<file path="config.mk">
export PLATFORM = sky130hd
export DESIGN_NAME = dmem_responder
export DESIGN_NICKNAME = d
export VERILOG_FILES = /design/src/rtl/mem_pkg.sv /design/src/rtl/rsp_fifo.sv /design/src/rtl/dmem_responder.sv
export SDC_FILE = /design/constraint.sdc
export NUM_CORES = 1
export LEC_CHECK = 0
export CORE_MARGIN = 2
export CORE_UTILIZATION = 47
export CTS_CLUSTER_DIAMETER = 60
export DETAILED_ROUTE_END_ITERATION = 10
export PLACE_DENSITY = 0.87
export SETUP_SLACK_MARGIN = 0.3
export SYNTH_ARGS = -nofsm -noshare
export SYNTH_HDL_FRONTEND = slang
export SYNTH_SLANG_ARGS = --single-unit
</file>
<file path="constraint.sdc">
create_clock -name clk -period 3.1 [get_ports clk]
set_clock_uncertainty 0.15 [all_clocks]
set_input_delay 0.31 -clock clk [delete_from_list [all_inputs] [get_ports clk]]
set_output_delay 0.31 -clock clk [all_outputs]
set_load 0.02 [all_outputs]
</file>
<file path="src/rtl/mem_pkg.sv">
// Shared types and constants for the data-memory responder: funct3 sizing,
// response payload, in-flight tag and store lane masks.
package mem_pkg;

    typedef enum logic [2:0] {
        SZ_B  = 3'b000,
        SZ_H  = 3'b001,
        SZ_W  = 3'b010,
        SZ_BU = 3'b100,
        SZ_HU = 3'b101
    } size_e;

    typedef struct packed {
        logic [31:0] rdata;
        logic        err;
    } rsp_t;

    typedef struct packed {
        logic       write;
        size_e      size;
        logic [1:0] off;
        logic       err;
    } tag_t;

    localparam logic [31:0] BYTE_LANE = 32'h0000_00FF;
    localparam logic [31:0] HALF_LANE = 32'h0000_FFFF;

    // Unused funct3 codes and misaligned halfword/word offsets are illegal.
    function automatic logic size_legal(input logic [2:0] size, input logic [1:0] off);
        logic ok;
        case (size)
            SZ_B, SZ_BU: ok = 1'b1;
            SZ_H, SZ_HU: ok = ~off[0];
            SZ_W:        ok = (off == 2'b00);
            default:     ok = 1'b0;
        endcase
        return ok;
    endfunction

endpackage

</file>
<file path="src/rtl/rsp_fifo.sv">
// Two-entry first-word-fall-through response buffer; head reads as zero when empty.
module rsp_fifo
    import mem_pkg::*;
(
    input  logic       clk,
    input  logic       rst,
    input  logic       push,
    input  rsp_t       push_data,
    input  logic       pop,
    output rsp_t       head,
    output logic       valid,
    output logic [1:0] count
);

    rsp_t       mem_q [2];
    logic       wptr_q, wptr_d;
    logic       rptr_q, rptr_d;
    logic [1:0] count_q, count_d;

    always_comb begin
        wptr_d  = wptr_q ^ push;
        rptr_d  = rptr_q ^ pop;
        count_d = count_q;
        case ({push, pop})
            2'b10:   count_d = count_q + 2'd1;
            2'b01:   count_d = count_q - 2'd1;
            default: count_d = count_q;
        endcase
    end

    always_ff @(posedge clk or negedge rst) begin
        if (!rst) begin
            mem_q[0] <= '0;
            mem_q[1] <= '0;
            wptr_q   <= 1'b0;
            rptr_q   <= 1'b0;
            count_q  <= '0;
        end else begin
            if (push) begin
                mem_q[wptr_q] <= push_data;
            end
            wptr_q  <= wptr_d;
            rptr_q  <= rptr_d;
            count_q <= count_d;
        end
    end

    assign valid = (count_q != 2'd0);
    assign count = count_q;
    assign head  = valid ? mem_q[rptr_q] : '0;

endmodule

</file>
<file path="src/rtl/dmem_responder.sv">
// Load/store responder in front of the data SRAM: decodes sized requests,
// drives the macro pins, and returns extended load data through rsp_fifo.
module dmem_responder
    import mem_pkg::*;
#(
    parameter int unsigned ADDR_W = 14
) (
    input  logic              clk,
    input  logic              rst,
    input  logic              req_valid,
    output logic              req_ready,
    input  logic              req_write,
    input  logic [31:0]       req_addr,
    input  logic [2:0]        req_size,
    input  logic [31:0]       req_wdata,
    output logic              rsp_valid,
    input  logic              rsp_ready,
    output logic [31:0]       rsp_rdata,
    output logic              rsp_err,
    output logic              sram_ceb,
    output logic              sram_web,
    output logic [31:0]       sram_bweb,
    output logic [ADDR_W-1:0] sram_a,
    output logic [31:0]       sram_di,
    input  logic [31:0]       sram_do
);

    logic       inflight_q, inflight_d;
    tag_t       tag_q, tag_d;
    logic [1:0] fifo_count;
    logic [1:0] occupancy;
    logic       pop, hs, legal, access;
    rsp_t       rsp_d, rsp_head;
    logic       unused_addr_hi;

    assign unused_addr_hi = ^req_addr[31:ADDR_W+2];

    // A pop in this cycle frees a slot for a same-cycle accept.
    assign pop       = rsp_valid && rsp_ready;
    assign occupancy = {1'b0, inflight_q} + fifo_count;
    assign req_ready = rst && ((occupancy < 2'd2) || pop);
    assign hs        = req_valid && req_ready;
    assign legal     = size_legal(req_size, req_addr[1:0]);
    assign access    = hs && legal;

    always_comb begin
        sram_ceb  = 1'b1;
        sram_web  = 1'b1;
        sram_bweb = '1;
        sram_a    = '0;
        sram_di   = '0;
        if (access) begin
            sram_ceb = 1'b0;
            sram_web = ~req_write;
            sram_a   = req_addr[ADDR_W+1:2];
            if (req_write) begin
                case (req_size[1:0])
                    2'b00: begin
                        sram_di   = {4{req_wdata[7:0]}};
                        sram_bweb = ~(BYTE_LANE << {req_addr[1:0], 3'b000});
                    end
                    2'b01: begin
                        sram_di   = {2{req_wdata[15:0]}};
                        sram_bweb = ~(HALF_LANE << {req_addr[1], 4'b0000});
                    end
                    default: begin
                        sram_di   = req_wdata;
                        sram_bweb = '0;
                    end
                endcase
            end
        end
    end

    always_comb begin
        inflight_d  = hs;
        tag_d       = tag_q;
        if (hs) begin
            tag_d.write = req_write;
            tag_d.size  = size_e'(req_size);
            tag_d.off   = req_addr[1:0];
            tag_d.err   = ~legal;
        end
    end

    always_ff @(posedge clk or negedge rst) begin
        if (!rst) begin
            inflight_q <= 1'b0;
            tag_q      <= '0;
        end else begin
            inflight_q <= inflight_d;
            tag_q      <= tag_d;
        end
    end

    // Load extraction: sram_do is valid the cycle after the access.
    always_comb begin
        logic [31:0] shifted;
        shifted = sram_do >> {tag_q.off, 3'b000};
        rsp_d   = '0;
        if (tag_q.err) begin
            rsp_d.err = 1'b1;
        end else if (!tag_q.write) begin
            case (tag_q.size)
                SZ_B:    rsp_d.rdata = {{24{shifted[7]}}, shifted[7:0]};
                SZ_BU:   rsp_d.rdata = {24'h0, shifted[7:0]};
                SZ_H:    rsp_d.rdata = {{16{shifted[15]}}, shifted[15:0]};
                SZ_HU:   rsp_d.rdata = {16'h0, shifted[15:0]};
                default: rsp_d.rdata = sram_do;
            endcase
        end
    end

    rsp_fifo u_rsp_fifo (
        .clk       (clk),
        .rst       (rst),
        .push      (inflight_q),
        .push_data (rsp_d),
        .pop       (pop),
        .head      (rsp_head),
        .valid     (rsp_valid),
        .count     (fifo_count)
    );

    assign rsp_rdata = rsp_head.rdata;
    assign rsp_err   = rsp_head.err;

endmodule
</file>
==> qor.yml, run 1 <==
p_leak_nw: 3.37
grt_overflow: 0
firstDrtPassIters: 11
start_util_pct: 48.1
cts_buffers: 9
htree_num_levels: 3
p_sw_mw: 2.43
via_per_inst: 5.65
cap_violations: 0
track_usage_pct: 29.4
yosys-top-cells-area: "dfrtp_1 38%, mux2i_1 11%, nand2_1 6.1%, nor2_1 5.5%, a21oi_1 4.9%"
relSlewSlack_pct: 46.2
powerDensity_nw_per_um2: 807
ys_seq_area_share_pct: 37.6
tightest_slew_ns: 0.795
sequentialPowerShare_pct: 32.7
post-route-min-period_ns: 2.68
ios: 219
drtIter0Drc: 375
synth_nets: 714
status: "finished, violations left"
synth_edf_count: 0
slew_viol_final: 0
synth_cell_types: 47
most-common-layout-cells: "117 x clkdlybuf4s50_1, 84 x nand2_1, 77 x dfrtp_1, 75 x nor2_1, 56 x mux2i_1"
cp_slowest_stage_delay_ns: 0.34
dp_hpwl_mm: 12.8
critPathMaxFanout: 5
finalCritPeriodShare_pct: 86.3
clk_pin_slew_ns: 0.08
cts_root_buf: "clkbuf_8"
fp.dieW_um: 109
die_y_um: 109
drc: 2
p_comb_share_pct: 52.8
detail_route.wl_per_cell_um: 19.0
synthCells: 607
synth_top_cell_by_area: "dfrtp_1"
yosysTopAreaCellShare_pct: 37.6
drive_gt1_share_pct: 17.9
rsz0062_at_grt: "no"
ys.flop_type: "dfrtp_1"
cts_num_sinks: 78
power.internal_mw: 3.48
hold_viol: 0
end_kind: "output port"
syn2layout_area_growth_pct: 41.1
mappedNetlistArea_um2: 5190
p_sw_share_pct: 41.1
clock_latency_ns: 0.36
core_area_um2: 10800
layout_commonest_cell: "clkdlybuf4s50_1"
hp-class: "input port to register"
fillers: 862
vdd_drop_max_mv: 0.415
multi_input_area_um2: 2800
grt_max_degree: 44
setup_tns_ns: 0
final_antenna_net_count: 0
numPortBuffers: 202
crit_required_ns: 2.64
violations: "design-rule violations"
seq_area_um2: 1960
wirelength_mm: 17.7
rows: 38
cts_tree: "built"
gp_congestion: 0.920
design_area_um2: 7320
die_area_um2: 11900
async_flop_share_pct: 100
grt_pass1_wl_mm: 26.8
grt_pass1_vias: 5194
path_delay_family: "buffers and inverters"
worstPathCellList: "dlygate4sd2_1 > or3_1 > a22o_1 > nor4b_4 > bufinv_8 > buf_4 > buf_4 > a21oi_1 > buf_4"
post_dp_cell_area_um2: 7200
holdWs_ns: 0.330
arrival_ns: 2.22
cp_slowest_cell: "or3_1"
yosys_warnings: 0
synth.avg_cell_area_um2: 8.55
clock_path_buffers: 2
cpMostUsedCell: "buf_4"
crit_buf_inv: 5
nNetsFinal: 897
max_freq_ghz: 0.374
worstSetupPathType: "input port to output port"
setup_violations: 0
vias: 5287
antenna_found_initial: 1
p_clk_share_pct: 14.5
cp-start-kind: "input port"
synth_seq_cells: 78
cell usage after synthesis, types with 3 or more instances:
cell type,number
nand2_1,84
dfrtp_1,78
nor2_1,76
mux2i_1,56
a21oi_1,51
o21ai_0,35
clkbuf_1,30
buf_4,28
and2_1,24
nor2b_1,23
nand4bb_1,16
a221o_1,14
inv_1,11
mux2_2,10
buf_2,8
a221oi_1,6
o2bb2ai_1,5
buf_1,3
ha_1,3
nor3_2,3
o21ai_1,3
o22ai_1,3
o31a_1,3
xnor2_1,3
timing repair:
item	4_1_cts	5_1_grt
pin swaps	3	2
cloned	1	0
setup buffers	9	2
endpoints found under the hold margin	35	0
endpoints found under the setup margin	94	89
gates resized for setup	263	7
hold buffers	1	0
path summary, 6_finish.rpt:
check | slack [ns] | depth (start not counted) | to | from
min in group asynchronous | 0.37 | 3 | u_rsp_fifo.mem_q[14] | rst
worst max-delay path | 0.42 | 9 | sram_di[14] | req_size[0]
max in group asynchronous | 1.54 | 4 | inflight_q | rst
worst max register to register | 0.64 | 6 | u_rsp_fifo.mem_q[61] | inflight_q
worst min register to register | 0.37 | 2 | u_rsp_fifo.mem_q[51] | u_rsp_fifo.mem_q[51]
worst min-delay path | 0.33 | 3 | tag_q[2] | req_addr[1]
per-layer routing:
| layer | routed length [µm] | global-route usage (%) |
|---|---|---|
| met4 | 383 | 9.71 |
| met2 | 9220 | 51.5 |
| met3 | 1510 | 7.47 |
| met5 | 0 | 0 |
| met1 | 6630 | 35.0 |
area by class of cell:
type / instances / share of cell area, %
diodes: 1 / 0.0342
clock buffers: 11 / 2.07
clock inverters: 4 / 0.957
inverters: 14 / 0.906
multi-input cells: 443 / 38.2
flip-flops and latches: 78 / 26.7
well taps: 140 / 2.39
repair buffers: 243 / 28.6
repair inverters: 1 / 0.0855
state kept, by name, indices dropped and copies added, names as in the netlist:
name / count
inflight_q: 1
u_rsp_fifo.rptr_q: 1
tag_q: 7
u_rsp_fifo.count: 2
u_rsp_fifo.wptr_q: 1
u_rsp_fifo.mem_q: 66
power groups by stage:
stage	sequential (mW)	clock (mW)	combinational (mW)
after floorplan	1.71	0	2.04
after global placement	1.89	0	2.96
after detailed placement	1.94	0	3.04
after CTS	1.94	0.853	3.06
after global routing	1.99	0.904	3.37
final	1.93	0.859	3.12
tightest hold or removal path: cells and delay by family:
kind	cells	cell delay (ns)
multiplexers	1	0.14
buffers and inverters	2	0.36
cell families after synthesis:
logic type,count (synthesis),share of synthesized area (%)
simple gates,237,23.1
compound gates,132,16.0
buf+inv,86,8.75
flops,78,37.6
mux,66,13.0
xor+xnor,5,0.844
fa+ha+maj,3,0.723
stage by stage:
stage | total power [mW] | setup slack (ns) | instances | utilization, %
6_report | 5.91 | 0.425 | 935 | 67.8
3_3_place_gp | 4.85 | -0.127 | 906 | 66.8
2_1_floorplan | 3.74 | 0.500 | 607 | -
5_1_grt | 6.25 | 0.359 | 935 | 67.8
4_1_cts | 5.85 | 0.175 | 932 | 67.5
3_5_place_dp | 4.98 | -0.157 | 906 | 66.8
No activity file was read; power rests on OpenSTA's default activity.
==> run 2: changes to the inputs <==
Settings changed: CELL_PAD_IN_SITES_DETAIL_PLACEMENT from default to 0, CELL_PAD_IN_SITES_GLOBAL_PLACEMENT from default to 1, CORE_UTILIZATION 47 to 33, PLACE_DENSITY 0.87 to 0.86.
==> qor.yml, run 2 (synthesized netlist as in run 1, its figures left out) <==
status: "complete, no violations"  # was finished, violations left
p_sw_mw: 2.41  # was 2.43 mW
cts_root_buf: "clkbuf_16"  # was clkbuf_8
grt_max_degree: 77  # was 44
end_kind: "output port"  # unchanged
drtIter0Drc: 310  # was 375
p_sw_share_pct: 40.3  # was 41.1%
rsz0062_at_grt: "no"  # unchanged
grt_pass1_vias: 5231  # was 5194
sequentialPowerShare_pct: 33.1  # was 32.7%
finalCritPeriodShare_pct: 85.5  # was 86.3%
gp_congestion: 0.826  # was 0.920
p_leak_nw: 3.44  # was 3.37 nW
layout_commonest_cell: "clkdlybuf4s50_1"  # unchanged
largest_register: "u_rsp_fifo.mem_q"  # unchanged
hold_viol: 0  # unchanged
cts_num_sinks: 78  # unchanged
cts_tree: "built"  # unchanged
largest_reg_flops: 66  # unchanged
die_y_um: 129  # was 109 µm
r2r-start: "tag_q[2]"  # was inflight_q
crit_required_ns: 2.64  # about the same
rows: 45  # was 38
p_comb_share_pct: 50.4  # was 52.8%
p_clk_share_pct: 16.5  # was 14.5%
use_met2_pct: 37.1  # was 51.5%
arrival_ns: 2.19  # was 2.22 ns
numPortBuffers: 202  # unchanged
cts_buffers: 9  # unchanged
path_delay_family: "buffers and inverters"  # unchanged
vias: 5193  # was 5287
worstSetupPathType: "register to output port"  # was input port to output port
relSlewSlack_pct: 35.6  # was 46.2%
track_usage_pct: 21.1  # was 29.4%
setup.worst_path.end: "rsp_rdata[26]"  # was sram_di[14]
cap_violations: 0  # unchanged
die_area_um2: 16700  # was 11900 µm²
cp_slowest_stage_delay_ns: 0.75  # was 0.34 ns
most-common-layout-cells: "117 x clkdlybuf4s50_1, 83 x nand2_1, 76 x dfrtp_1, 75 x nor2_1, 56 x mux2i_1"  # was 117 x clkdlybuf4s50_1, 84 x nand2_1, 77 x dfrtp_1, 75 x nor2_1, 56 x mux2i_1
firstDrtPassIters: 5  # was 11
met3_usage_pct: 3.96  # was 7.47%
clock_latency_ns: 0.33  # was 0.36 ns
syn2layout_area_growth_pct: 43.1  # was 41.1%
worstReg2RegEnd: "u_rsp_fifo.mem_q[31]"  # was u_rsp_fifo.mem_q[61]
power.internal_mw: 3.57  # was 3.48 mW
drc: 0  # was 2
htree_num_levels: 3  # unchanged
hp-class: "input port to asynchronous set/reset pin"  # was input port to register
worstSetupStartpoint: "u_rsp_fifo.rptr_q"  # was req_size[0]
ios: 219  # unchanged
clk_pin_slew_ns: 0.06  # was 0.08 ns
via_per_inst: 5.16  # was 5.65
use_met1_pct: 26.1  # was 35.0%
dp_hpwl_mm: 12.7  # was 12.8 mm
drive_gt1_share_pct: 18.1  # was 17.9%
r2r_setup_slack_ns: 0.82  # was 0.64 ns
core_area_um2: 15300  # was 10800 µm²
nNetsFinal: 897  # unchanged
antenna_found_initial: 0  # was 1
detail_route.wl_per_cell_um: 17.5  # was 19.0 µm
wirelength_mm: 17.6  # was 17.7 mm
cp_slowest_cell: "dfrtp_2"  # was or3_1
critPathMaxFanout: 18  # was 5
diodes: 0  # was 1
fp.dieW_um: 129  # was 109 µm
cp-start-kind: "register"  # was input port
max_freq_ghz: 0.377  # was 0.374 GHz
grt.busiest_layer: "met2"  # unchanged
holdWs_ns: 0.179  # was 0.330 ns
grt_overflow: 0  # unchanged
slew_viol_final: 0  # unchanged
clock_path_buffers: 2  # unchanged
powerDensity_nw_per_um2: 805  # was 807 nW/µm²
crit_buf_inv: 2  # was 5
setup_violations: 0  # unchanged
start_util_pct: 34.0  # was 48.1%
fin_util_pct: 48.7  # was 67.8%
r2r_cells: 5  # was 6
final_antenna_net_count: 0  # unchanged
tightest_slew_ns: 0.965  # was 0.795 ns
vdd_drop_max_mv: 0.306  # was 0.415 mV
post-route-min-period_ns: 2.65  # was 2.68 ns
grt_pass1_wl_mm: 27.6  # was 26.8 mm
worstPathCellList: "buf_12 > mux2i_1 > nor2_1 > clkdlybuf4s50_1"  # was dlygate4sd2_1 > or3_1 > a22o_1 > nor4b_4 > bufinv_8 > buf_4 > buf_4 > a21oi_1 > buf_4
cp_num_cells: 4  # was 9
[run 2: changes by cell type in the layout (fill, tap and decap cells not counted), sizes merged]
cell and change:
clkinv -1, inv +1, buf +10, clkinvlp +2
bufinv -2, clkbuf +2, clkdlybuf4s15 -11, diode -1
[run 2: how the worst min path moves through the flow]
stage,startpoint,end,cells after the start
6_report,rst,u_rsp_fifo.count[1],2
5_1_grt,rst,u_rsp_fifo.count[1],2
4_1_cts,rst,u_rsp_fifo.count[1],2
3_5_place_dp,rst,u_rsp_fifo.count[1],1
3_3_place_gp,rst,u_rsp_fifo.count[1],1
2_1_floorplan,rst,inflight_q,0
[run 2: layout make-up]
class                           count  area (µm²)
Clock buffer                       13         260
Sequential cell                    78        1950
Tap cell                          211         264
Clock inverter                      3        20.0
Fill cell                        1484        7830
Timing Repair Buffer              242        2050
Inverter                           14        66.3
Multi-Input combinational cell    443        2800
Timing Repair inverter              2        12.5
[run 2: layer usage]
metal,up-vias,routed length [µm]
met2,246,8760
met5,-,0
met4,0,305
met3,20,1380
met1,2496,7140
li1,2431,-
[run 2: worst register-to-register path, cell delays in order (launching register included)]
cell and delay, ns:
dfrtp_1 0.85, mux2_2 0.43, a32o_1 0.25, o21ai_2 0.14, buf_4 0.26, nand2_1 0.10
[run 2: power groups by stage]
stage               sequential, mW  combinational (mW)  clock, mW
floorplan                     1.71                2.04          0
global placement              1.94                2.96          0
detailed placement            1.98                3.02          0
CTS                           1.97                3.03       1.00
global route                  2.04                3.29       1.04
finish                        1.98                3.01      0.989
[run 2: through the flow]
stage	setup WS (ns)	power (mW)	cell area (µm²)	TNS (ns)	instances
2_1_floorplan	0.500	3.74	5190	0	607
5_1_grt	0.300	6.38	7430	0	1006
3_5_place_dp	-0.138	5.00	7300	-3.67	976
6_report	0.449	5.98	7430	0	1006
3_3_place_gp	-0.124	4.90	7300	-2.77	976
4_1_cts	0.239	6.00	7380	0	1004
[run 2: what timing repair did]
item,CTS,global route
hold buffers,1,0
pin swaps,1,2
buffers inserted,8,2
gates cloned,3,0
resized for setup,271,14
endpoints found under the setup margin,80,72
hold endpoints to repair,2,0
==> run 3: changes to the inputs <==
Settings changed: PLACE_DENSITY 0.86 to default, PLACE_DENSITY_LB_ADDON from default to 0.2.
==> qor.yml, run 3 (synthesized netlist as in run 1, its figures left out) <==
finalCritPeriodShare_pct: 87.7  # was 85.5%
post-route-min-period_ns: 2.72  # was 2.65 ns
grt_pass1_wl_mm: 27.8  # was 27.6 mm
cts_root_buf: "clkbuf_16"  # unchanged
die_area_um2: 16700  # unchanged
firstDrtPassIters: 4  # was 5
hold_viol: 0  # unchanged
ios: 219  # unchanged
cp_slowest_cell: "clkdlybuf4s50_1"  # was dfrtp_2
clock_path_buffers: 2  # unchanged
most-common-layout-cells: "120 x clkdlybuf4s50_1, 84 x nand2_1, 77 x dfrtp_1, 75 x nor2_1, 56 x mux2i_1"  # was 117 x clkdlybuf4s50_1, 83 x nand2_1, 76 x dfrtp_1, 75 x nor2_1, 56 x mux2i_1
crit_buf_inv: 5  # was 2
worstPathCellList: "clkdlybuf4s50_1 > or3_1 > a22o_1 > nor4b_4 > buf_4 > buf_4 > inv_4 > a21oi_1 > clkbuf_2"  # was buf_12 > mux2i_1 > nor2_1 > clkdlybuf4s50_1
layout_commonest_cell: "clkdlybuf4s50_1"  # unchanged
syn2layout_area_growth_pct: 39.6  # was 43.1%
via_per_inst: 5.12  # was 5.16
dp_hpwl_mm: 13.2  # was 12.7 mm
grt_overflow: 0  # unchanged
nNetsFinal: 890  # was 897
cp_slowest_stage_delay_ns: 0.43  # was 0.75 ns
htree_num_levels: 3  # unchanged
final_antenna_net_count: 0  # unchanged
critPathMaxFanout: 12  # was 18
wirelength_mm: 17.9  # was 17.6 mm
holdBufCountCts: 0  # was 1
slew_viol_final: 0  # unchanged
relSlewSlack_pct: 34.0  # was 35.6%
antenna_found_initial: 0  # unchanged
cts_num_sinks: 78  # unchanged
hp-class: "input port to asynchronous set/reset pin"  # unchanged
cpMostUsedCell: "buf_4"
cts_tree: "built"  # unchanged
clk_pin_slew_ns: 0.06  # about the same
cts_buffers: 9  # unchanged
drc: 0  # unchanged
rows: 45  # unchanged
grt_pass1_vias: 5090  # was 5231
diodes: 0  # unchanged
status: "complete, no violations"  # unchanged
powerDensity_nw_per_um2: 815  # was 805 nW/µm²
tightest_slew_ns: 0.990  # was 0.965 ns
p_leak_nw: 3.31  # was 3.44 nW
vdd_drop_max_mv: 0.358  # was 0.306 mV
vias: 5119  # was 5193
post_dp_cell_area_um2: 7310  # was 7300 µm²
end_kind: "output port"  # unchanged
crit_required_ns: 2.64  # about the same
core_area_um2: 15300  # unchanged
drtIter0Drc: 351  # was 310
fp.dieW_um: 129  # unchanged
largest_register: "u_rsp_fifo.mem_q"  # unchanged
totalPowerFinal_mw: 5.91  # was 5.98 mW
worstSetupPathType: "input port to output port"  # was register to output port
detail_route.wl_per_cell_um: 17.9  # was 17.5 µm
dp.cells: 979  # was 976
path_delay_family: "buffers and inverters"  # unchanged
gp_congestion: 0.802  # was 0.826
fin_cells: 999  # was 1006
holdWs_ns: 0.152  # was 0.179 ns
dp_slack_ns: -0.133  # was -0.138 ns
rsz0062_at_grt: "yes"  # was no
setup_tns_ns: 0  # unchanged
layout_setup_ws_ns: 0.381  # was 0.449 ns
cap_violations: 0  # unchanged
clock_latency_ns: 0.33  # about the same
numPortBuffers: 202  # unchanged
fin_util_pct: 47.5  # was 48.7%
setup_violations: 0  # unchanged
cp-start-kind: "input port"  # was register
grt_max_degree: 79  # was 77
track_usage_pct: 21.4  # was 21.1%
die_y_um: 129  # unchanged
arrival_ns: 2.26  # was 2.19 ns
design_area_um2: 7250  # was 7430 µm²
max_freq_ghz: 0.368  # was 0.377 GHz
largest_reg_flops: 66  # unchanged
start_util_pct: 34.0  # unchanged
drive_gt1_share_pct: 18.8  # was 18.1%
[run 3: changes by cell type in the layout (fill, tap and decap cells not counted), moves of 2 or more]
cell / delta
clkbuf_8: -2
clkdlybuf4s50_1: +3
buf_12: -2
dlygate4sd2_1: -16
clkbuf_2: +16
buf_4: -5
clkinv_2: +2
clkdlybuf4s15_2: -2
[run 3: power by group]
group          switching, mW  leakage, nW  internal (mW)
sequential             0.411        0.973           1.51
clock                  0.404        0.123          0.540
combinational           1.58         2.21           1.46
[run 3: worst paths after layout]
path / start / to / slack (ns) / cells past startpoint
setup / recovery: req_addr[1] / sram_di[10] / 0.38 / 9
hold / removal: rst / u_rsp_fifo.mem_q[1] / 0.15 / 2
setup reg to reg: tag_q[2] / u_rsp_fifo.mem_q[32] / 0.83 / 5
hold reg to reg: u_rsp_fifo.mem_q[55] / u_rsp_fifo.mem_q[55] / 0.35 / 2
max in group asynchronous: rst / u_rsp_fifo.rptr_q / 1.98 / 2
min in group clk: u_rsp_fifo.mem_q[55] / u_rsp_fifo.mem_q[55] / 0.35 / 2
[run 3: metal layers]
layer | track usage [%] | part of all wire [%]
met1 | 27.3 | 42
met2 | 37.3 | 50
met3 | 5.12 | 7.2
met4 | 4.17 | 0.76
met5 | 0 | 0
[run 3: timing repair]
item,in CTS,in global routing
endpoints found under the setup margin,80,79
setup buffers,0,2
resized for setup,251,53
gates cloned,0,2
pin swaps,1,1
[run 3: final cells by class]
type | instances | area (µm²)
fillers | 1573 | 8010
multi-input cells | 443 | 2790
flip-flops and latches | 78 | 1950
repair buffers | 235 | 1900
well taps | 211 | 264
clock buffers | 12 | 236
inverters | 14 | 66.3
clock inverters | 4 | 25.0
repair inverters | 2 | 11.3
